--- src/rtl/cmos_pkg.sv ---
// Shared types and widths for the CMOS pixel packer.
package cmos_pkg;

  localparam int PIX_W   = 8;
  localparam int WORD_W  = 32;
  localparam int ENTRY_W = 34;
  localparam int LCNT_W  = 10;

  typedef enum logic [1:0] {
    ST_IDLE  = 2'd0,
    ST_FRAME = 2'd1,
    ST_DROP  = 2'd2
  } state_e;

  typedef struct packed {
    logic              sof;
    logic              eol;
    logic [WORD_W-1:0] data;
  } entry_t;

  // Place a pixel into its byte lane. Lane 0 starts a fresh word with the
  // upper lanes cleared, so a word cut short by a line end is already
  // zero-padded.
  function automatic logic [WORD_W-1:0] put_byte(
    input logic [WORD_W-1:0] w,
    input logic [1:0]        idx,
    input logic [PIX_W-1:0]  b
  );
    logic [WORD_W-1:0] r;
    r = w;
    case (idx)
      2'd0: r = {24'd0, b};
      2'd1: r[15:8]  = b;
      2'd2: r[23:16] = b;
      default: r[31:24] = b;
    endcase
    return r;
  endfunction

endpackage

--- src/rtl/sync_fifo_fwft.sv ---
// Single-clock first-word-fall-through FIFO. Head entry is visible on rd_data
// whenever not empty; rd_data reads as zero while empty.
module sync_fifo_fwft #(
  parameter int DEPTH = 16,
  parameter int WIDTH = 34
) (
  input  logic             clk,
  input  logic             rst_n,
  input  logic             wr_en,
  input  logic [WIDTH-1:0] wr_data,
  input  logic             rd_en,
  output logic [WIDTH-1:0] rd_data,
  output logic             full,
  output logic             empty
);

  localparam int AW = $clog2(DEPTH);

  logic [WIDTH-1:0] mem_q [DEPTH];
  logic [AW:0]      wr_ptr_q, wr_ptr_d;
  logic [AW:0]      rd_ptr_q, rd_ptr_d;
  logic             wr_ok, rd_ok;

  // Extra pointer bit distinguishes full from empty; a write into a full FIFO
  // is allowed when the head is leaving in the same cycle.
  always_comb begin
    empty    = (wr_ptr_q == rd_ptr_q);
    full     = (wr_ptr_q[AW] != rd_ptr_q[AW]) &&
               (wr_ptr_q[AW-1:0] == rd_ptr_q[AW-1:0]);
    rd_ok    = rd_en & ~empty;
    wr_ok    = wr_en & (~full | rd_ok);
    wr_ptr_d = wr_ok ? wr_ptr_q + 1'b1 : wr_ptr_q;
    rd_ptr_d = rd_ok ? rd_ptr_q + 1'b1 : rd_ptr_q;
    rd_data  = empty ? '0 : mem_q[rd_ptr_q[AW-1:0]];
  end

  // Pointer registers; reset empties the FIFO.
  always_ff @(posedge clk or negedge rst_n) begin
    if (!rst_n) begin
      wr_ptr_q <= '0;
      rd_ptr_q <= '0;
    end else begin
      wr_ptr_q <= wr_ptr_d;
      rd_ptr_q <= rd_ptr_d;
    end
  end

  // Storage array; contents are don't-care until written.
  always_ff @(posedge clk) begin
    if (wr_ok) mem_q[wr_ptr_q[AW-1:0]] <= wr_data;
  end

endmodule

--- src/rtl/cmos_pixel_packer.sv ---
// Packs 8-bit CMOS pixels into 32-bit little-endian words with sof/eol
// markers, buffered in a FWFT FIFO with ready/valid output. An overflow
// truncates the rest of the frame and is counted.
//
// state    | meaning
// ---------+-----------------------------------------------------------
// ST_IDLE  | outside a frame, bytes ignored, waiting for vsync rise
// ST_FRAME | assembling and writing words for the current frame
// ST_DROP  | FIFO overflowed, discarding bytes until vsync falls
module cmos_pixel_packer
  import cmos_pkg::*;
#(
  parameter int FIFO_DEPTH = 16,
  parameter int LINE_WORDS = 320
) (
  input  logic              cmos_pclk,
  input  logic              rst_n,
  input  logic              cmos_frame_vsync,
  input  logic              cmos_frame_href,
  input  logic [PIX_W-1:0]  cmos_frame_data,
  output logic [WORD_W-1:0] pkt_data,
  output logic              pkt_sof,
  output logic              pkt_eol,
  output logic              pkt_valid,
  input  logic              pkt_ready,
  output logic              frame_drop,
  output logic [15:0]       drop_cnt,
  output logic              line_err
);

  localparam logic [LCNT_W-1:0] LINE_WORDS_C = LCNT_W'(LINE_WORDS);

  state_e            state_q, state_d;
  logic              vs_d_q, hs_d_q;
  logic [1:0]        idx_q, idx_d;
  logic [WORD_W-1:0] asm_q, asm_d;
  logic [WORD_W-1:0] word_q, word_d;
  logic              word_rdy_q, word_rdy_d;
  logic              sof_pend_q, sof_pend_d;
  logic [LCNT_W-1:0] line_cnt_q, line_cnt_d;
  logic              line_err_q, line_err_d;
  logic              frame_drop_q, frame_drop_d;
  logic [15:0]       drop_cnt_q, drop_cnt_d;

  logic   frame_start, line_end, flush;
  logic   in_frame, enter_drop;
  logic   byte_in, part_wr, wr_req, overflow, wr_en, rd_en;
  logic   fifo_full, fifo_empty;
  entry_t wr_entry, rd_entry;

  // Edge detection and write request decode.
  always_comb begin
    frame_start = cmos_frame_vsync & ~vs_d_q;
    line_end    = ~cmos_frame_href & hs_d_q;
    // A line also ends when vsync drops in the middle of it.
    flush       = in_frame & (line_end | ~cmos_frame_vsync);
    part_wr     = flush & (idx_q != 2'd0);
    wr_req      = in_frame & (word_rdy_q | part_wr);
    rd_en       = pkt_valid & pkt_ready;
    overflow    = wr_req & fifo_full & ~rd_en;
    wr_en       = wr_req & ~overflow;
    byte_in     = in_frame & cmos_frame_vsync & cmos_frame_href & ~overflow;
    // The held full word and a partial word are never pending together: a
    // held word means the index already wrapped to zero.
    wr_entry.sof  = sof_pend_q;
    wr_entry.eol  = part_wr | (word_rdy_q & flush);
    wr_entry.data = word_rdy_q ? word_q : asm_q;
  end

  // FSM state register.
  always_ff @(posedge cmos_pclk or negedge rst_n) begin
    if (!rst_n) state_q <= ST_IDLE;
    else        state_q <= state_d;
  end

  // FSM next-state logic.
  always_comb begin
    state_d = state_q;
    unique case (state_q)
      ST_IDLE:  if (frame_start) state_d = ST_FRAME;
      ST_FRAME: begin
        if (overflow)               state_d = ST_DROP;
        else if (!cmos_frame_vsync) state_d = ST_IDLE;
      end
      ST_DROP:  if (!cmos_frame_vsync) state_d = ST_IDLE;
      default:  state_d = ST_IDLE;
    endcase
  end

  // FSM outputs.
  always_comb begin
    in_frame   = (state_q == ST_FRAME);
    enter_drop = in_frame & overflow;
  end

  // Datapath next-state: assembly, held word, markers, counters.
  always_comb begin
    idx_d        = idx_q;
    asm_d        = asm_q;
    word_d       = word_q;
    word_rdy_d   = 1'b0;
    sof_pend_d   = sof_pend_q;
    line_cnt_d   = line_cnt_q;
    line_err_d   = 1'b0;
    frame_drop_d = frame_drop_q;
    drop_cnt_d   = drop_cnt_q;

    if (!in_frame || flush || overflow) begin
      idx_d = 2'd0;
    end else if (byte_in) begin
      idx_d = idx_q + 2'd1;
    end

    if (byte_in) begin
      asm_d = put_byte(asm_q, idx_q, cmos_frame_data);
      if (idx_q == 2'd3) begin
        // Hold the completed word one cycle so eol can be decided from href.
        word_d     = asm_d;
        word_rdy_d = 1'b1;
      end
    end

    if (frame_start)  sof_pend_d = 1'b1;
    else if (wr_en)   sof_pend_d = 1'b0;

    if (!in_frame || flush) line_cnt_d = '0;
    else if (wr_req)        line_cnt_d = line_cnt_q + 1'b1;

    // Count includes the word written on the line-end cycle itself.
    if (in_frame && line_end && !overflow &&
        ((line_cnt_q + LCNT_W'(wr_req)) != LINE_WORDS_C))
      line_err_d = 1'b1;

    if (frame_start)     frame_drop_d = 1'b0;
    else if (enter_drop) frame_drop_d = 1'b1;

    if (enter_drop && (drop_cnt_q != 16'hFFFF)) drop_cnt_d = drop_cnt_q + 16'd1;
  end

  // Datapath registers. vs_d resets high so a vsync already high at reset
  // release is not taken as a frame start; output resumes at the next rise.
  always_ff @(posedge cmos_pclk or negedge rst_n) begin
    if (!rst_n) begin
      vs_d_q       <= 1'b1;
      hs_d_q       <= 1'b0;
      idx_q        <= 2'd0;
      asm_q        <= '0;
      word_q       <= '0;
      word_rdy_q   <= 1'b0;
      sof_pend_q   <= 1'b0;
      line_cnt_q   <= '0;
      line_err_q   <= 1'b0;
      frame_drop_q <= 1'b0;
      drop_cnt_q   <= '0;
    end else begin
      vs_d_q       <= cmos_frame_vsync;
      hs_d_q       <= cmos_frame_href;
      idx_q        <= idx_d;
      asm_q        <= asm_d;
      word_q       <= word_d;
      word_rdy_q   <= word_rdy_d;
      sof_pend_q   <= sof_pend_d;
      line_cnt_q   <= line_cnt_d;
      line_err_q   <= line_err_d;
      frame_drop_q <= frame_drop_d;
      drop_cnt_q   <= drop_cnt_d;
    end
  end

  sync_fifo_fwft #(
    .DEPTH (FIFO_DEPTH),
    .WIDTH (ENTRY_W)
  ) u_fifo (
    .clk     (cmos_pclk),
    .rst_n   (rst_n),
    .wr_en   (wr_en),
    .wr_data (wr_entry),
    .rd_en   (rd_en),
    .rd_data (rd_entry),
    .full    (fifo_full),
    .empty   (fifo_empty)
  );

  // Output mapping.
  always_comb begin
    pkt_valid  = ~fifo_empty;
    pkt_data   = rd_entry.data;
    pkt_sof    = rd_entry.sof;
    pkt_eol    = rd_entry.eol;
    frame_drop = frame_drop_q;
    drop_cnt   = drop_cnt_q;
    line_err   = line_err_q;
  end

endmodule

--- config.mk ---
export PLATFORM = sky130hd
export DESIGN_NAME = cmos_pixel_packer
export DESIGN_NICKNAME = d
export VERILOG_FILES = /design/src/rtl/cmos_pkg.sv /design/src/rtl/sync_fifo_fwft.sv /design/src/rtl/cmos_pixel_packer.sv
export SDC_FILE = /design/constraint.sdc
export NUM_CORES = 1
export LEC_CHECK = 0
export CORE_MARGIN = 2
export CORE_UTILIZATION = 50
export CTS_CLUSTER_DIAMETER = 200
export DETAILED_ROUTE_END_ITERATION = 8
export DONT_BUFFER_PORTS = 1
export PLACE_DENSITY = 0.65
export SLEW_MARGIN = 0
export SYNTH_ARGS = -nofsm -noshare
export SYNTH_HDL_FRONTEND = slang
export SYNTH_SLANG_ARGS = --single-unit
--- constraint.sdc ---
create_clock -name cmos_pclk -period 7.09 [get_ports cmos_pclk]
set_clock_uncertainty 0.2 [all_clocks]
set_input_delay 0.709 -clock cmos_pclk [delete_from_list [all_inputs] [get_ports cmos_pclk]]
set_output_delay 0.709 -clock cmos_pclk [all_outputs]
set_load 0.005 [all_outputs]
==> insert_results.sql, run 1 <==
INSERT INTO impl_metrics (metric_group, metric, value, unit) VALUES
('run_status', 'outcome', 'finished clean', ''),
('grt', 'grt_util_met2', '35.0', '%'),
('finish', 'flow.area_growth_from_synthesis', '11.2', '%'),
('yosys', 'largest_area_contributor_in_the_synthesized_netlist', 'sky130_fd_sc_hd__edfxtp_1', ''),
('timing', 'max_slew.worst_pin.slew', '1270', 'ps'),
('yosys', 'syn-mean-instance-area', '19.8', 'sq um'),
('timing', 'slew_violations', '0', ''),
('grt', 'global_route.overflow_total', '0', ''),
('worst_setup_path', 'timing.critical_path.buf_inv', '1', ''),
('die', 'ioPinCount', '66', ''),
('yosys', 'postSynthCellCount', '1324', ''),
('grt', 'via_count_of_the_first_global_routing_pass', '13085', ''),
('clock_tree', 'tritoncts.num_buffers', '68', ''),
('yosys', 'synth-seq-area-share', '73.0', '%'),
('clock_tree', 'cts.path.max_buffers', '3', ''),
('yosys', 'synthDominantCellAreaShare', '62.4', '%'),
('grt', 'grt_max_degree', '111', ''),
('pwr', 'pwr-share-comb', '22.2', '%'),
('pwr', 'internal_power', '7.31', 'mW'),
('pwr', 'power_leakage', '9.69', 'nW'),
('yosys', 'yosys_warnings', '0', ''),
('yosys', 'edff_count_synth', '544', ''),
('worst_setup_path', 'crit_slowest_cell', 'sky130_fd_sc_hd__dfrtp_4', ''),
('yosys', 'synth.area.top_cells', 'sky130_fd_sc_hd__edfxtp_1 62%, sky130_fd_sc_hd__mux4_2 15%, sky130_fd_sc_hd__dfrtp_1 10%, sky130_fd_sc_hd__mux2_2 1.4%, sky130_fd_sc_hd__xnor2_1 0.87%', ''),
('timing', 'finalSetupTns', '0', 'ps'),
('worst_setup_path', 'setup.worst_path.end_class', 'output pin', ''),
('routing', 'drt_iter0_markers', '1195', ''),
('worst_setup_path', 'cp_cell_sequence', 'buf_4 > mux4_2 > mux4_2 > nor2b_1', ''),
('pwr', 'power_per_cell_area', '341', 'nW/um^2'),
('yosys', 'synth_async_sr_flop_share', '16.8', '%'),
('die', 'die_width', '233', 'microns'),
('clock_tree', 'clock_sink_count', '654', ''),
('die', 'initial_utilization', '50.8', '%'),
('worst_setup_path', 'cp-start-kind', 'flip-flop', ''),
('place', 'place_worst_setup_slack', '3180', 'ps'),
('worst_setup_path', 'critPathTopFamily', 'multiplexers', ''),
('clock_tree', 'clock_root_buffer', 'sky130_fd_sc_hd__clkbuf_16', ''),
('clock_tree', 'postCtsSetupBuffers', '0', ''),
('yosys', 'synth_top_cells_by_count', '544 x sky130_fd_sc_hd__edfxtp_1, 170 x sky130_fd_sc_hd__mux4_2, 109 x sky130_fd_sc_hd__dfrtp_1', ''),
('clock_tree', 'tritoncts', 'built', ''),
('grt', 'global_route.usage.total', '21.9', '%'),
('timing', 'finalSetupViolations', '0', ''),
('die', 'fp-row-count', '83', ''),
('die', 'chipHeight', '233', 'microns'),
('clock_tree', 'post_cts.resized_instances', '0', ''),
('worst_setup_path', 'data_required_time_of_the_worst_path', '6180', 'ps'),
('die', 'die-area', '54200', 'sq um'),
('grt', 'use_met1', '31.5', '%'),
('worst_hold_path', 'worstHoldPathType', 'in -> reg', ''),
('worst_setup_path', 'critPathMaxStageDelay', '810', 'ps'),
('timing', 'min_cycle_time_layout', '4420', 'ps'),
('worst_setup_path', 'worst_path_most_repeated_cell', 'sky130_fd_sc_hd__mux4_2', ''),
('pwr', 'power_switching', '2.61', 'mW'),
('timing', 'final_critical_path_setup_slack', '2670', 'ps'),
('flow_run', 'cap_viol_max_count', '0', ''),
('place', 'finalWeightedCongestion', '0.766', ''),
('routing', 'viasPerCell', '6.03', ''),
('finish', 'fin_cells', '2079', ''),
('yosys', 'synth.ff_latch_count', '654', ''),
('grt', 'met3_grt_util', '3.71', '%'),
('yosys', 'syn_nets', '1352', ''),
('yosys', 'synth-main-ff-cell', 'sky130_fd_sc_hd__edfxtp_1', ''),
('worst_setup_path', 'timing.rr.start', 'u_fifo.rd_ptr_q[0]', ''),
('timing', 'rsz0062_at_grt', 'no', ''),
('worst_hold_path', 'timing.hold.worst_path_depth', '2', ''),
('pwr', 'p_clk_share', '33.5', '%'),
('yosys', 'post-synth-top-count-cell', 'sky130_fd_sc_hd__edfxtp_1', ''),
('grt', 'antenna_found_initial', '1', ''),
('place', 'port-buffer-count', '0', ''),
('grt', 'busiest_layer', 'met2', ''),
('finish', 'design.final.nets', '1376', '');
routing by layer:
metal | share of wire (%) | up-vias
met5 | 0 | -
met4 | 1.9 | 0
met3 | 5.7 | 85
met2 | 49 | 370
met1 | 43 | 6703
li1 | - | 5387
stage by stage:
stage	area [sq um]	utilization [%]	power [mW]	hold slack, ps
detailed placement	27000	52.4	6.73	219
finish	29100	56.5	9.92	39.7
global route	29100	56.5	10.3	39.5
CTS	29100	56.5	10.1	19.5
floorplan	26200	-	6.21	213
global placement	27000	52.4	6.70	218
power groups by stage:
stage	Sequential [mW]	Combinational, mW	Clock (mW)
after detailed placement	4.47	2.25	0
after global routing	4.40	2.39	3.53
after floorplan	4.35	1.86	0
after CTS	4.39	2.27	3.39
after global placement	4.47	2.24	0
final	4.39	2.21	3.33
what timing repair did:
| item | CTS | global route |
|---|---|---|
| hold buffers | 4 | 0 |
| hold endpoints to repair | 112 | 0 |
| setup endpoints to repair | 0 | 0 |
state kept, by name, summed over array words and instances (netlist names), 2 cells and up:
signal and count:
drop_cnt 16, asm_q 32, idx_q 2, line_cnt_q 10, u_fifo.rd_ptr_q 5, u_fifo.mem_q 544
u_fifo.wr_ptr_q 5, state_q 2, word_q 32
logic make-up (layout without fill, tap and decap cells):
kind of cell	count (synthesis)	count (layout)	synth area share (%)
buffers and inverters	91	165	1.67
other	0	1	0
AO/OA/AOI/OAI	106	106	2.74
adder cells (fa/ha/maj)	15	15	0.717
XOR/XNOR	38	38	1.27
multiplexers	222	222	16.8
AND/OR/NAND/NOR	198	198	3.83
flip-flops	654	654	73.0
placed cells by master, fill, tap and decap left out, types with 12 or more instances in the layout:
cell type | Yosys | final
sky130_fd_sc_hd__a22o_1 | 24 | 24
sky130_fd_sc_hd__a22oi_1 | 19 | 19
sky130_fd_sc_hd__buf_4 | 15 | 26
sky130_fd_sc_hd__clkbuf_1 | 24 | 21
sky130_fd_sc_hd__clkbuf_16 | 0 | 71
sky130_fd_sc_hd__dfrtp_1 | 109 | 104
sky130_fd_sc_hd__edfxtp_1 | 544 | 544
sky130_fd_sc_hd__ha_1 | 15 | 15
sky130_fd_sc_hd__mux2_2 | 32 | 32
sky130_fd_sc_hd__mux4_2 | 170 | 170
sky130_fd_sc_hd__nand2_1 | 56 | 55
sky130_fd_sc_hd__nand3_1 | 16 | 16
sky130_fd_sc_hd__nand4_1 | 14 | 14
sky130_fd_sc_hd__nor2_1 | 40 | 27
sky130_fd_sc_hd__nor2_4 | 0 | 13
sky130_fd_sc_hd__nor2b_1 | 36 | 36
sky130_fd_sc_hd__o21ai_1 | 35 | 35
sky130_fd_sc_hd__xnor2_1 | 26 | 26
sky130_fd_sc_hd__xor2_1 | 12 | 12
layout make-up:
class / instances / area [sq um]
antenna: 1 / 2.50
timing repair buffer: 31 / 273
clock buffer: 96 / 1910
inverter: 14 / 52.6
multi-input combinational: 579 / 6760
fill: 3907 / 22400
tap: 680 / 851
sequential: 654 / 19100
clock inverter: 24 / 145
how the worst max path moves through the flow:
stage	end	from	cells past startpoint
6_report	pkt_data[17]	u_fifo.rd_ptr_q[0]	4
2_1_floorplan	u_fifo.mem_q[3][0]	cmos_frame_href	7
3_3_place_gp	pkt_data[9]	u_fifo.rd_ptr_q[0]	4
3_5_place_dp	pkt_data[20]	u_fifo.rd_ptr_q[0]	4
4_1_cts	pkt_data[17]	u_fifo.rd_ptr_q[0]	4
5_1_grt	pkt_data[17]	u_fifo.rd_ptr_q[0]	4
Power figures use the tool's default switching activity.
==> run 2: changes to the inputs <==
- clock period: 7.09 -> 4.2 ns (I/O delays scaled with it)
==> insert_results.sql, run 2 (synthesized netlist as in run 1, its figures left out) <==
INSERT INTO impl_metrics (metric_group, metric, value, unit) VALUES
('clock_tree', 'clk_pin_slew_worst_paths', '60', 'ps'),
('routing', 'drtPass1Iterations', '5', ''),
('pwr', 'power_per_cell_area', '577', 'nW/um^2'),
('die', 'fp-row-count', '83', ''),
('timing', 'finalSetupViolations', '0', ''),
('clock_tree', 'tritoncts.num_buffers', '67', ''),
('timing', 'min_cycle_time_layout', '3630', 'ps'),
('worst_setup_path', 'critPathTopFamily', 'multiplexers', ''),
('timing', 'finalHoldViolCount', '0', ''),
('die', 'die_width', '233', 'microns'),
('die', 'initial_utilization', '50.8', '%'),
('worst_setup_path', 'crit_slowest_cell', 'sky130_fd_sc_hd__dfrtp_4', ''),
('clock_tree', 'cts.path.max_buffers', '3', ''),
('finish', 'flow.area_growth_from_synthesis', '13.2', '%'),
('clock_tree', 'clock_latency', '590', 'ps'),
('timing', 'maxSlewHeadroom', '24.3', '%'),
('routing', 'final_antenna_net_count', '0', ''),
('clock_tree', 'tritoncts', 'built', ''),
('die', 'core_area', '51500', 'sq um'),
('worst_setup_path', 'setup.worst_path.end_class', 'output pin', ''),
('die', 'chipHeight', '233', 'microns'),
('finish', 'largest_register_ffs', '544', ''),
('finish', 'drive_gt1_share', '26.5', '%'),
('worst_setup_path', 'data_required_time_of_the_worst_path', '3580', 'ps'),
('worst_setup_path', 'rr_worst_depth', '9', ''),
('grt', 'grt_max_degree', '140', ''),
('timing', 'slew_violations', '0', ''),
('die', 'die-area', '54200', 'sq um'),
('finish', 'final_common_cell', 'sky130_fd_sc_hd__edfxtp_1', ''),
('clock_tree', 'clock_sink_count', '654', ''),
('place', 'port-buffer-count', '0', ''),
('clock_tree', 'post_cts.resized_instances', '0', ''),
('routing', 'drt_iter0_markers', '1294', ''),
('clock_tree', 'cts.htree.levels', '3', ''),
('worst_setup_path', 'setup.worst_path.class', 'reg -> out', ''),
('worst_setup_path', 'cp-start-kind', 'flip-flop', ''),
('routing', 'routed_wl_per_cell', '27.1', 'microns'),
('worst_setup_path', 'timing.critical_path.arrival', '3010', 'ps'),
('worst_setup_path', 'crit_cells', '4', ''),
('finish', 'final_cell_mix', '544 x sky130_fd_sc_hd__edfxtp_1, 170 x sky130_fd_sc_hd__mux4_2, 105 x sky130_fd_sc_hd__dfrtp_1', ''),
('clock_tree', 'postCtsSetupBuffers', '0', ''),
('clock_tree', 'clock_root_buffer', 'sky130_fd_sc_hd__clkbuf_16', ''),
('place', 'finalWeightedCongestion', '0.773', ''),
('timing', 'period_share', '86.5', '%'),
('grt', 'global_route.usage.total', '22.1', '%'),
('worst_setup_path', 'cp_cell_sequence', 'buf_12 > mux4_2 > mux4_2 > nor2b_1', ''),
('worst_setup_path', 'timing.critical_path.buf_inv', '1', ''),
('grt', 'grt_pass1_wl', '86300', 'microns'),
('pwr', 'peakVddDrop', '0.442', 'mV'),
('flow_run', 'cap_viol_max_count', '0', ''),
('timing', 'rsz0062_at_grt', 'no', ''),
('run_status', 'outcome', 'finished clean', ''),
('finish', 'fillerInstances', '3842', ''),
('worst_setup_path', 'worst_path_most_repeated_cell', 'sky130_fd_sc_hd__mux4_2', ''),
('routing', 'via_count', '12685', ''),
('pwr', 'report.power.total', '17.1', 'mW'),
('routing', 'drt_drc_violations_left', '0', ''),
('routing', 'routed_wl', '57000', 'microns'),
('worst_hold_path', 'worstHoldPathType', 'in -> reg', ''),
('grt', 'global_route.overflow_total', '0', ''),
('worst_setup_path', 'critPathMaxStageDelay', '710', 'ps'),
('grt', 'antenna_found_initial', '1', ''),
('grt', 'via_count_of_the_first_global_routing_pass', '13399', ''),
('timing', 'finalSetupTns', '0', 'ps'),
('place', 'place.detailed.hpwl', '32000', 'microns'),
('worst_hold_path', 'timing.hold.worst_path_depth', '3', ''),
('timing', 'max_slew.worst_pin.slew', '1140', 'ps'),
('pwr', 'power_leakage', '9.92', 'nW'),
('die', 'ioPinCount', '66', ''),
('worst_setup_path', 'crit_fanout', '44', ''),
('finish', 'design.final.nets', '1399', ''),
('routing', 'viasPerCell', '6.03', ''),
('timing', 'fmax', '275', 'MHz');
[run 2: final cells by class]
cell class | count | area (sq um) | share of cell area, %
Clock inverter | 31 | 310 | 1.05
Antenna cell | 1 | 2.50 | 0.00845
Timing Repair Buffer | 55 | 638 | 2.16
Inverter | 14 | 52.6 | 0.177
Tap cell | 680 | 851 | 2.87
Sequential cell | 654 | 19100 | 64.5
Clock buffer | 91 | 1870 | 6.31
Multi-Input combinational cell | 579 | 6780 | 22.9
[run 2: worst reg2reg max path, cell delays in order, from the launching register on]
cell and delay (ps):
sky130_fd_sc_hd__dfrtp_1 400, sky130_fd_sc_hd__inv_1 110, sky130_fd_sc_hd__ha_1 240, sky130_fd_sc_hd__inv_2 70, sky130_fd_sc_hd__o221ai_2 170, sky130_fd_sc_hd__inv_2 130
sky130_fd_sc_hd__o21a_1 330, sky130_fd_sc_hd__nand2_1 310, sky130_fd_sc_hd__nor3_4 560, sky130_fd_sc_hd__buf_12 290
[run 2: final timing paths]
kind	start	end	slack, ps
worst max-delay path	u_fifo.rd_ptr_q[0]	pkt_data[31]	570
worst min-delay path	pkt_ready	idx_q[1]	40
worst max register to register	idx_q[0]	u_fifo.mem_q[1][18]	1050
worst min register to register	state_q[1]	state_q[0]	260
max in group asynchronous	rst_n	word_q[20]	3130
min in group asynchronous	rst_n	word_rdy_q	240
[run 2: routing by layer]
metal  vias to the layer above  track usage, %  wire [microns]
met5                         -               0               0
met4                         0            8.56            1840
met3                       102            3.75            3370
met2                       400            34.1           27400
met1                      6750            31.8           24400
li1                       5433               -               -
[run 2: stage by stage]
stage                     area, sq um  hold slack (ps)  setup slack, ps  std cells  util [%]
after floorplan                 26200            -75.6              519       1324         -
after global placement          27300            -65.7             1120       1969      53.0
after detailed placement        27300            -66.3             1110       1969      53.0
after CTS                       29600             26.9              500       2104      57.5
after global routing            29600             66.3              430       2104      57.5
final                           29600             42.4              569       2105      57.5
[run 2: where the power goes]
group / internal [mW] / total [mW] / switching (mW)
Clock: 3.45 / 5.86 / 2.41
Combinational: 2.00 / 3.91 / 1.90
Sequential: 7.17 / 7.33 / 0.158
Total: 12.6 / 17.1 / 4.47
[run 2: repair_timing]
action	in CTS	in global routing
setup endpoints to repair	0	0
hold buffers	13	0
endpoints found under the hold margin	188	0
==> run 3: changes to the inputs <==
- CORE_UTILIZATION: 50 -> 30
- PLACE_DENSITY: 0.65 -> 0.44
==> insert_results.sql, run 3 (synthesized netlist as in run 1, its figures left out) <==
INSERT INTO impl_metrics (metric_group, metric, value, unit) VALUES
('place', 'place.detailed.hpwl', '37300', 'microns'),
('timing', 'finalSetupTns', '0', 'ps'),
('worst_setup_path', 'crit_fanout', '50', ''),
('grt', 'global_route.overflow_total', '0', ''),
('clock_tree', 'clock_latency', '610', 'ps'),
('die', 'die-area', '89600', 'sq um'),
('finish', 'flow.area_growth_from_synthesis', '16.3', '%'),
('run_status', 'outcome', 'finished clean', ''),
('place', 'place_worst_setup_slack', '945', 'ps'),
('finish', 'drive_gt1_share', '26.6', '%'),
('die', 'ioPinCount', '66', ''),
('timing', 'maxSlewHeadroom', '32.2', '%'),
('routing', 'via_count', '12601', ''),
('routing', 'drtPass1Iterations', '4', ''),
('flow_run', 'cap_viol_max_count', '0', ''),
('die', 'fp-row-count', '108', ''),
('finish', 'final_common_cell', 'sky130_fd_sc_hd__edfxtp_1', ''),
('timing', 'final_critical_path_setup_slack', '528', 'ps'),
('place', 'port-buffer-count', '0', ''),
('timing', 'rsz0062_at_grt', 'no', ''),
('worst_setup_path', 'timing.critical_path.arrival', '3050', 'ps'),
('routing', 'final_antenna_net_count', '0', ''),
('worst_setup_path', 'data_required_time_of_the_worst_path', '3580', 'ps'),
('clock_tree', 'tritoncts.num_buffers', '75', ''),
('clock_tree', 'cts.path.max_buffers', '3', ''),
('clock_tree', 'clk_pin_slew_worst_paths', '60', 'ps'),
('worst_setup_path', 'setup.worst_path.end_class', 'output pin', ''),
('timing', 'max_slew.worst_pin.slew', '1020', 'ps'),
('routing', 'routed_wl_per_cell', '25.1', 'microns'),
('clock_tree', 'tritoncts', 'built', ''),
('worst_hold_path', 'worstHoldPathType', 'in -> reg', ''),
('routing', 'routed_wl', '65100', 'microns'),
('die', 'core_area', '86600', 'sq um'),
('grt', 'via_count_of_the_first_global_routing_pass', '13570', ''),
('worst_setup_path', 'setup.worst_path.class', 'reg -> out', ''),
('routing', 'drt_drc_violations_left', '0', ''),
('die', 'die_width', '299', 'microns'),
('timing', 'min_cycle_time_layout', '3670', 'ps'),
('timing', 'fmax', '272', 'MHz'),
('grt', 'global_route.usage.total', '14.7', '%'),
('pwr', 'peakVddDrop', '0.420', 'mV'),
('timing', 'finalSetupViolations', '0', ''),
('clock_tree', 'clock_sink_count', '654', ''),
('timing', 'slew_violations', '0', ''),
('grt', 'grt_max_degree', '111', ''),
('finish', 'design.final.nets', '1409', ''),
('place', 'finalWeightedCongestion', '0.737', ''),
('routing', 'viasPerCell', '4.85', ''),
('timing', 'period_share', '87.4', '%'),
('die', 'initial_utilization', '30.2', '%'),
('pwr', 'power_per_cell_area', '587', 'nW/um^2'),
('die', 'chipHeight', '299', 'microns'),
('worst_setup_path', 'cp-start-kind', 'flip-flop', ''),
('clock_tree', 'cts.htree.levels', '3', ''),
('grt', 'grt_pass1_wl', '96100', 'microns'),
('clock_tree', 'clock_root_buffer', 'sky130_fd_sc_hd__clkbuf_16', ''),
('clock_tree', 'post_cts.resized_instances', '0', ''),
('finish', 'largest_register_ffs', '544', ''),
('finish', 'final_cell_mix', '544 x sky130_fd_sc_hd__edfxtp_1, 170 x sky130_fd_sc_hd__mux4_2, 104 x sky130_fd_sc_hd__dfrtp_1', ''),
('timing', 'finalHoldViolCount', '0', ''),
('finish', 'antenna_cells', '0', ''),
('routing', 'drt_iter0_markers', '959', ''),
('grt', 'antenna_found_initial', '2', ''),
('pwr', 'power_leakage', '10.0', 'nW');
-- run 3: changes by cell type in the layout (fill, tap and decap cells not counted), moves of 3 or more --
cell	before	now
sky130_fd_sc_hd__buf_4	28	32
sky130_fd_sc_hd__clkinv_2	11	8
sky130_fd_sc_hd__clkbuf_1	16	27
sky130_fd_sc_hd__clkbuf_8	6	3
sky130_fd_sc_hd__clkbuf_16	69	76
-- run 3: final timing paths --
check,slack (ps),cells past startpoint,endpoint,start
worst max-delay path,530,4,pkt_data[1],u_fifo.rd_ptr_q[0]
max in group asynchronous,3050,2,u_fifo.rd_ptr_q[0],rst_n
worst min-delay path,40,2,u_fifo.mem_q[8][32],cmos_frame_vsync
min in group asynchronous,210,2,line_cnt_q[3],rst_n
worst min register to register,270,1,state_q[0],state_q[1]
worst max register to register,1010,6,u_fifo.mem_q[9][0],u_fifo.rd_ptr_q[1]
-- run 3: power by group --
| group | switching, mW | internal (mW) | total [mW] |
|---|---|---|---|
| registers | 0.242 | 7.17 | 7.41 |
| clock network | 2.62 | 3.80 | 6.43 |
| logic | 2.01 | 2.03 | 4.04 |
| total | 4.88 | 13.0 | 17.9 |
-- run 3: metal layers --
layer  GRT usage, %  routed length [microns]
met1           19.7                    28900
met2           24.9                    32900
met3           2.44                     2300
met4           3.95                     1070
met5              0                       16
-- run 3: final cells by class --
type	instances	area (sq um)
Fill cell	8009	56200
Sequential cell	654	19100
Multi-Input combinational cell	579	6780
Clock buffer	106	2040
Tap cell	1155	1450
Timing Repair Buffer	57	628
Clock inverter	31	378
Inverter	14	52.6
-- run 3: per-stage QoR --
stage	instances	area [sq um]	util [%]	hold WS [ps]	power, mW
final	2596	30400	35.1	43.1	17.9
after floorplan	1324	26200	-	-75.6	10.5
after global routing	2596	30400	35.1	44.5	18.7
after CTS	2596	30400	35.1	10.6	18.3
after detailed placement	2446	27900	32.2	-65.0	11.7
after global placement	2446	27900	32.2	-64.6	11.7
-- run 3: timing repair --
item / in CTS / in global routing
hold buffers: 13 / 0
setup buffers: 0 / 0
endpoints found under the hold margin: 188 / 0
-- run 3: worst max-delay path, stage by stage (launching register included) --
cell and delay, ps:
sky130_fd_sc_hd__dfrtp_4 680, sky130_fd_sc_hd__buf_12 410, sky130_fd_sc_hd__mux4_2 570, sky130_fd_sc_hd__mux4_2 540
sky130_fd_sc_hd__nor2b_1 180
